$ cat config.mk
export PLATFORM = sky130hd
export DESIGN_NAME = clk_edit_sched
export DESIGN_NICKNAME = d
export VERILOG_FILES = /design/src/rtl/clk_edit_sched.sv
export SDC_FILE = /design/constraint.sdc
export NUM_CORES = 1
export LEC_CHECK = 0
export ABC_AREA = 1
export BUFFER_PORTS_ARGS = -buffer_cell sky130_fd_sc_hd__buf_2
export CORE_ASPECT_RATIO = 0.6
export CORE_MARGIN = 1
export CORE_UTILIZATION = 48
export CTS_CLUSTER_DIAMETER = 60
export DETAILED_ROUTE_END_ITERATION = 8
export PLACE_DENSITY = 0.77
export SLEW_MARGIN = 40
export SYNTH_ARGS = -nofsm -noshare
export SYNTH_HDL_FRONTEND = slang
export SYNTH_SLANG_ARGS = --single-unit
$ cat constraint.sdc
create_clock -name clk -period 1.79 [get_ports clk]
set_input_delay 0.358 -clock clk [delete_from_list [all_inputs] [get_ports clk]]
set_output_delay 0.358 -clock clk [all_outputs]
set_load 0.02 [all_outputs]
$ cat src/rtl/clk_edit_sched.sv
// rtl/clk_edit_sched.sv - routes the shared digit editor between time and alarm HH:MM edits
// Alarm editing (LOAD_A/EDIT_A, alarm_wr) exists only with `define CLK_EDIT_ALARM_EN.
module clk_edit_sched #(
  parameter int unsigned TIMEOUT_CYC = 500_000_000,
  parameter int unsigned HR_MAX      = 23
) (
  input  logic        clk,
  input  logic        rst,
  input  logic        key_mode_flag,
  input  logic        key_any_flag,
  input  logic [15:0] time_bcd,
  input  logic [15:0] alarm_bcd,
  input  logic [15:0] kb_data_out,
  input  logic        kb_data_vld,
  output logic        kb_en,
  output logic        kb_load,
  output logic [15:0] kb_data_in,
  output logic        time_wr,
  output logic        alarm_wr,
  output logic [15:0] wr_data,
  output logic [1:0]  mode,
  output logic        err,
  output logic        timeout
);

  localparam int unsigned       CNT_W      = $clog2(TIMEOUT_CYC);
  localparam logic [CNT_W-1:0]  CNT_MAX    = CNT_W'(TIMEOUT_CYC - 1);
  localparam logic [7:0]        HR_MAX_BCD = 8'(((HR_MAX / 10) << 4) | (HR_MAX % 10));

  typedef enum logic [2:0] {
    S_IDLE,
    S_LOAD_T,
    S_EDIT_T
`ifdef CLK_EDIT_ALARM_EN
    ,
    S_LOAD_A,
    S_EDIT_A
`endif
  } state_t;

  state_t           state, state_nx;
  logic [CNT_W-1:0] cnt, cnt_nx, cnt_inc;
  logic             in_edit, expire, value_ok;
  logic             load_nx, err_nx, to_nx, twr_nx, awr_nx, en_nx;
  logic [15:0]      din_nx, wdata_nx;
  logic [1:0]       mode_nx;

  // Digits are compared as BCD; hours also bounded by HR_MAX as a packed BCD byte.
  always_comb begin
    value_ok = (kb_data_out[15:12] <= 4'd2) && (kb_data_out[11:8] <= 4'd9) &&
               (kb_data_out[7:4]   <= 4'd5) && (kb_data_out[3:0]  <= 4'd9) &&
               (kb_data_out[15:8]  <= HR_MAX_BCD);
  end

  always_comb begin
    in_edit = (state == S_EDIT_T);
`ifdef CLK_EDIT_ALARM_EN
    in_edit = in_edit || (state == S_EDIT_A);
`endif
    cnt_inc = (cnt == CNT_MAX) ? cnt : cnt + CNT_W'(1);
    // A key press this cycle restarts the idle window, so it also vetoes expiry.
    expire  = in_edit && !key_any_flag && (cnt_inc == CNT_MAX);
  end

  always_comb begin
    state_nx = state;
    load_nx  = 1'b0;
    err_nx   = 1'b0;
    to_nx    = 1'b0;
    twr_nx   = 1'b0;
    awr_nx   = 1'b0;
    din_nx   = kb_data_in;
    wdata_nx = wr_data;
    case (state)
      S_IDLE: begin
        if (key_mode_flag) begin
          state_nx = S_LOAD_T;
          load_nx  = 1'b1;
          din_nx   = time_bcd;
        end
      end
      S_LOAD_T: state_nx = S_EDIT_T;
      S_EDIT_T: begin
        if (kb_data_vld) begin
          if (value_ok) begin
            twr_nx   = 1'b1;
            wdata_nx = kb_data_out;
            state_nx = S_IDLE;
          end else begin
            err_nx   = 1'b1;
            load_nx  = 1'b1;
            din_nx   = time_bcd;
            state_nx = S_LOAD_T;
          end
        end else if (key_mode_flag) begin
`ifdef CLK_EDIT_ALARM_EN
          load_nx  = 1'b1;
          din_nx   = alarm_bcd;
          state_nx = S_LOAD_A;
`else
          state_nx = S_IDLE;
`endif
        end else if (expire) begin
          to_nx    = 1'b1;
          state_nx = S_IDLE;
        end
      end
`ifdef CLK_EDIT_ALARM_EN
      S_LOAD_A: state_nx = S_EDIT_A;
      S_EDIT_A: begin
        if (kb_data_vld) begin
          if (value_ok) begin
            awr_nx   = 1'b1;
            wdata_nx = kb_data_out;
            state_nx = S_IDLE;
          end else begin
            err_nx   = 1'b1;
            load_nx  = 1'b1;
            din_nx   = alarm_bcd;
            state_nx = S_LOAD_A;
          end
        end else if (key_mode_flag) begin
          state_nx = S_IDLE;
        end else if (expire) begin
          to_nx    = 1'b1;
          state_nx = S_IDLE;
        end
      end
`endif
      default: state_nx = S_IDLE;
    endcase

    if (load_nx || key_any_flag) cnt_nx = '0;
    else if (in_edit)            cnt_nx = cnt_inc;
    else                         cnt_nx = cnt;

    // Outputs are registered, so they are decoded from the state being entered.
    en_nx   = (state_nx != S_IDLE);
    mode_nx = 2'd0;
    case (state_nx)
      S_LOAD_T, S_EDIT_T: mode_nx = 2'd1;
`ifdef CLK_EDIT_ALARM_EN
      S_LOAD_A, S_EDIT_A: mode_nx = 2'd2;
`endif
      default:            mode_nx = 2'd0;
    endcase
  end

  always_ff @(posedge clk) begin
    if (rst) begin
      state      <= S_IDLE;
      cnt        <= '0;
      kb_en      <= 1'b0;
      kb_load    <= 1'b0;
      kb_data_in <= 16'd0;
      time_wr    <= 1'b0;
      alarm_wr   <= 1'b0;
      wr_data    <= 16'd0;
      mode       <= 2'd0;
      err        <= 1'b0;
      timeout    <= 1'b0;
    end else begin
      state      <= state_nx;
      cnt        <= cnt_nx;
      kb_en      <= en_nx;
      kb_load    <= load_nx;
      kb_data_in <= din_nx;
      time_wr    <= twr_nx;
      alarm_wr   <= awr_nx;
      wr_data    <= wdata_nx;
      mode       <= mode_nx;
      err        <= err_nx;
      timeout    <= to_nx;
    end
  end

endmodule
---- Word-level counts from Yosys, hierarchy flattened ----
Cells that the tools add are included.
storage, ports and cells
  latch bits .............................. 0
  memories ................................ 0
  bits of input ports ..................... 53
  output and inout port bits .............. 40
  memory bits (writable) .................. 0
  ROM bits ................................ 0
  register bits after elaboration ......... 71
cells by class
  shift-type cells ........................ 0
  add/sub/neg operators ................... 1
  $lt $le $gt $ge ......................... 5
  multiplexer cells ....................... 18
  div/mod/pow operators ................... 0
  equal/unequal tests ..................... 9
  multipliers ............................. 0
  bitwise operators ....................... 2
  reduce and logical (&&, ||, !) cells .... 18
operators by type and width
  cell                     count
  $eq A29 B29 Y1 const B   2
  $mux W16                 3
  $pmux W16 S2             1
  $add A29 B1 Y29 const B  1
  $mux W29                 1
  $mux W3                  4
  $pmux W3 S3              1
  $le A4 B4 Y1 const B     2
  $le A8 B6 Y1 const B     1
  $mux W1                  7
  $eq A3 B1 Y1 const B     2
  $eq A3 B2 Y1 const B     2
  $logic_and A1 B1 Y1      6
  $ne A2 B2 Y1 const B     3
  $reduce_or A2 Y1         3
  $le A4 B2 Y1 const B     1
  $le A4 B3 Y1 const B     1
  $reduce_and A4 Y1        1
  $reduce_or A4 Y1         1
  $logic_not A3 Y1         1
  $reduce_and A3 Y1        1
  $reduce_bool A3 Y1       1
  $reduce_or A3 Y1         1
  $not A1 Y1               2
  4 further kinds          4

---- Logic depth before layout (Yosys ltp) ----
  word-level depth ........................ 11
  depth in mapped cells ................... 18
  mapped depth without buffers ............ 17

---- Worst setup path before layout ----
No wires, ideal clock.
  path type ............................... register to register
  start point ............................. register cnt[1]
  end point ............................... register kb_en
  arrival time ............................ 1.820 ns
  setup slack ............................. -0.147 ns
  buffers on the path ..................... 0
  stages on the path, launching flop included .. 16
  cells stage by stage .................... dfxtp_1 > ha_1 > inv_1 > nor2_4 > nand2_2 > nor2_2 > nand2_2 > and2_1 > nor2_1 > nand3_1 > nor2_1 > nand2_1 > nand2_1 > nand2_1 > nand2_2 > nand2_1
between the ends
  word-level cells in the longest chain between the ends .. 9
  elaborated cells between the ends (all ways) .. 10
ends and longest elaborated chain
  item                                               RTL line  text
  start, declared                                    42        logic [CNT_W-1:0] cnt, cnt_nx, cnt_inc;
  start signal, assigned                             164       cnt <= cnt_nx;
  $add A29 B1 Y29 or $eq A29 B29 Y1 (tied branches)  60        cnt_inc = (cnt == CNT_MAX) ? cnt : cnt + CNT_W'(1);
  $mux W29 (*)                                       60
  $eq A29 B29 Y1 (*)                                 62        expire = in_edit && !key_any_flag && (cnt_inc == CNT_MAX);
  $logic_and A1 B1 Y1 (*)                            62
  $mux W3 (*)                                        103       end else if (expire) begin
  $mux W3 (*)                                        95        end else if (key_mode_flag) begin
  $mux W3 (*)                                        84        if (kb_data_vld) begin
  $pmux W3 S3 (*)                                    74        case (state)
  $reduce_bool A3 Y1 (*)                             138       en_nx = (state_nx != S_IDLE);
  end signal, assigned                               165       kb_en <= en_nx;
  end, declared                                      15        output logic kb_en,
Mark *: on every way between the ends. The rest lies on a longest branch, timed or not.
A chain may end at the register's enable or synchronous reset.

---- Worst setup path after layout ----
Ends and elaborated chain as after synthesis.

==> results_dict.tcl <==
set metrics [dict create \
    result_of_the_run "complete, but fails checks" \
    failed_checks "negative setup slack" \
    horizontal_die_dimension_um 113.3 \
    design_area_sq_um 5275 \
    row_count 23 \
    met2_length_mm 5.270 \
    dpl-instance-area_sq_um 4587 \
    clkLatencyLatePin_ns 0.34 \
    hold_path_depth 3 \
    internal_power_mw 2.767 \
    viasPerCell 5.352 \
    reg2reg_depth 16 \
    clock_slew_at_reported_path_ffs_ns 0.06 \
    net_sw_share_pct 23.20 \
    synth-compound-area-share_pct 9.958 \
    track_usage_pct 30.94 \
    synthDominantAreaCellType "sky130_fd_sc_hd__dfxtp_1" \
    dp_hpwl_mm 8.204 \
    cts-buffers-inserted 9 \
    power.ir.vdd_worst_v 0.0004512 \
    drc 0 \
    comb_power_share_pct 5.9 \
    synth_async_sr_flop_share_pct 0 \
    synth.area.top_cells "sky130_fd_sc_hd__dfxtp_1 (39%), sky130_fd_sc_hd__nand2_1 (17%), sky130_fd_sc_hd__nor2_1 (6.4%), sky130_fd_sc_hd__nand3_1 (4.6%), sky130_fd_sc_hd__a21oi_1 (3.9%)" \
    yosys.area_share.xor_xnor_pct 3.892 \
    cp-start-kind "flop" \
    final.period_utilization_pct 117.8 \
    dp_worst_setup_slack_ns -0.3026 \
    top_level_ports 93 \
    slew_viols_final 0 \
    cts-root-to-sink-buffers 2 \
    worst_path_max_delay_cell "sky130_fd_sc_hd__dfxtp_4" \
    clk_root_buffer_cell "sky130_fd_sc_hd__clkbuf_16" \
    setup-violations-final 4 \
    synth.area.mux_share_pct 0 \
    yosys_warnings 0 \
    drtAntennaViolNets 0 \
    clkSinkCount 70 \
    design.die.area_sq_um 7794 \
    finalClockSkew_ns 0.003106 \
    synth_seq_cells 70 \
    dr.max_layer_used "met4" \
    wl_per_cell_um 15.49 \
    path_max_fanout 4 \
    dp_cells 751 \
    floorplan.core_area_sq_um 6935 \
    timing.fmax_ghz 0.4744 \
    antenna_found_initial 0 \
    initial_utilization_pct 51.45 \
    main_combinational_cell_family_by_area_after_synthesis "simple AND/OR/NAND/NOR gates" \
    h_tree_levels 3 \
    seq_power_share_pct 44.1 \
    power.static_leakage_nw 2.430 \
    net_sw_power_uw 836.1 \
    first_global_vias 3600 \
    syn-cell-area_sq_um 3568 \
    drt_wl_total_mm 12.07 \
    seqCellArea_sq_um 1443 \
    critPathBufInv 0 \
    detail_route.wirelength.met1_mm 5.168 \
    cp.depth 16 \
    n_antenna_cell 0 \
    die_y_um 68.79 \
    grt_start_max_net_pins 27 \
    yosys.area_share.adder_pct 0.3506 \
    quantity_of_i_o_buffers_inserted_on_ports 74 \
    timing.critical_path.cells "ha_4, nand3_4, nor2_4, nand2_2, nor2_1, nand2_1, nand2_1, nand2_1, nor2_1, nand3_2, nor2_1, nand2_1, nand2_1, nand2_1, nand2_2, nand2_1" \
    synth_simple_gate_area_share_pct 39.83 \
    routabilityCongestion 0.9850 \
    total_power_mw 3.603 \
    multi_input_comb_area_sq_um 2175 \
    power.density_cell_area_nw_per_um2 683.1 \
    wl_met3_mm 1.463 \
    setup.reg_to_reg.worst_slack_ns -0.32 \
    synth_area_per_cell_sq_um 6.929 \
    area.growth.synth_to_final_pct 47.83 \
    layout.cells.non_filler 779 \
    finalNetCount 728 \
    netlist_instances 515 \
    synth_flop_cell "sky130_fd_sc_hd__dfxtp_1" \
    layout-drive-gt1-share_pct 39.91 \
    drt_pass_1_iters 5 \
    dr_total_vias 4169 \
    crit_required_ns 2.02 \
    final_hold_viol_count 0 \
    tritoncts_clock_tree "yes" \
    clock_power_share_pct 50.0 \
    final_period_minus_worst_setup_slack_ns 2.108 \
    timing.critical_path.max_delay_family "simple AND/OR/NAND/NOR gates" \
    crit_path_end_kind "flop" \
    worstHoldPathType "input port to flop" \
    slowest_delay_ns 0.36 \
    first_pass_grt_wire_length_mm 18.01 \
    rsz0062_at_grt "true" \
    ys_seq_area_share_pct 39.27 \
    nFillCells 501 \
    synth_common_cells "sky130_fd_sc_hd__nand2_1 (166), sky130_fd_sc_hd__dfxtp_1 (70), sky130_fd_sc_hd__nor2_1 (61)" \
    path_class "flop to flop" \
    yosysMostFrequentCell "sky130_fd_sc_hd__nand2_1" \
    cp_common_cell "sky130_fd_sc_hd__nand2_1" \
    cap_violations 0 \
    setup_slack_ns -0.3179 \
    detail_route.iter0.violations 470 \
    synth_top_cell_area_share_pct 39.27 \
    critical_path_arrival_ns 2.34 \
    number_of_different_library_cells_in_the_post_synthesis_netlist 37 \
    grt-ovfl-total 0 \
    synth_enable_flop_cells 0 \
]
## cells in the final DEF, fill, tap and decap left out, types with 4 or more instances in the layout
cell type                   netlist  routed
sky130_fd_sc_hd__a211oi_1        11      11
sky130_fd_sc_hd__a21oi_1         28      27
sky130_fd_sc_hd__a311oi_1         5       5
sky130_fd_sc_hd__buf_2            5      74
sky130_fd_sc_hd__buf_4            4      83
sky130_fd_sc_hd__buf_6            0       8
sky130_fd_sc_hd__clkbuf_16        0       9
sky130_fd_sc_hd__dfxtp_1         70      51
sky130_fd_sc_hd__dfxtp_2          0      12
sky130_fd_sc_hd__dfxtp_4          0       7
sky130_fd_sc_hd__inv_1           33      29
sky130_fd_sc_hd__inv_2            1       4
sky130_fd_sc_hd__nand2_1        166     152
sky130_fd_sc_hd__nand2_2          8      16
sky130_fd_sc_hd__nand2_4          2       7
sky130_fd_sc_hd__nand3_1         33      30
sky130_fd_sc_hd__nand3b_1         5       5
sky130_fd_sc_hd__nand4_1          9       9
sky130_fd_sc_hd__nor2_1          61      48
sky130_fd_sc_hd__nor2_2           7       9
sky130_fd_sc_hd__nor2_4           4      15
sky130_fd_sc_hd__o21ai_0         13      11
sky130_fd_sc_hd__xnor2_1          4       4
sky130_fd_sc_hd__xor2_1          10       8
## state kept, by name, summed over array words and instances (netlist names)
| name | count |
|---|---|
| kb_data_in | 16 |
| kb_en | 1 |
| mode | 1 |
| time_wr | 1 |
| state | 3 |
| kb_load | 1 |
| timeout | 1 |
| wr_data | 16 |
| err | 1 |
| cnt | 29 |
## kinds of logic (layout without fill, tap and decap cells)
kind of cell               after synthesis  in the layout
and+or+nand+nor                        311            311
DFF                                     70             70
AOI/OAI and AO/OA                       60             60
buffers and inverters                   57            219
xor gates and xnor gates                15             15
adders and majority gates                1              1
other                                    1              3
## layout make-up
| class | count | area share (%) |
|---|---|---|
| flip-flops and latches | 70 | 27.35 |
| inverters | 38 | 2.823 |
| repair buffers | 165 | 20.54 |
| clock inverters | 6 | 1.162 |
| well taps | 100 | 2.372 |
| multi-input cells | 390 | 41.22 |
| clock buffers | 10 | 4.530 |
## power by group through the flow
stage	clock, mW	combinational (mW)	sequential (mW)
5_1_grt	1.86	0.230	1.59
3_5_place_dp	0	0.204	1.63
4_1_cts	1.80	0.208	1.60
3_3_place_gp	0	0.200	1.63
2_1_floorplan	0	0.0770	1.66
6_report	1.80	0.213	1.59
## repair_timing
action	in CTS	in global routing
resized for setup	43	52
hold buffers	0	0
endpoints found under the setup margin	4	35
setup buffers	7	6
pin swaps	16	18
## tightest hold or removal path: stages
cell,delay [ns]
sky130_fd_sc_hd__buf_2,0.07
sky130_fd_sc_hd__nand2_1,0.04
sky130_fd_sc_hd__nand2_1,0.04
## worst paths after layout
path          startpoint            end
max               cnt[1]          kb_en
min          time_bcd[9]  kb_data_in[9]
max reg2reg       cnt[1]          kb_en
min reg2reg  wr_data[14]    wr_data[14]
## stage by stage
stage / util [%] / hold slack (ns) / setup TNS, ns
global route: 76.06 / 0.2152 / -2.217
floorplan: - / 0.4611 / 0
global placement: 66.14 / 0.4252 / -1.425
CTS: 73.10 / 0.2028 / -0.7237
detailed placement: 66.14 / 0.4286 / -2.641
finish: 76.06 / 0.2067 / -1.183
## layer usage
metal,up-vias,GRT usage [%]
li1,1974,-
met1,1924,42.52
met2,249,46.63
met3,22,9.878
met4,0,9.046
met5,-,0
Power figures use the tool's default switching activity.
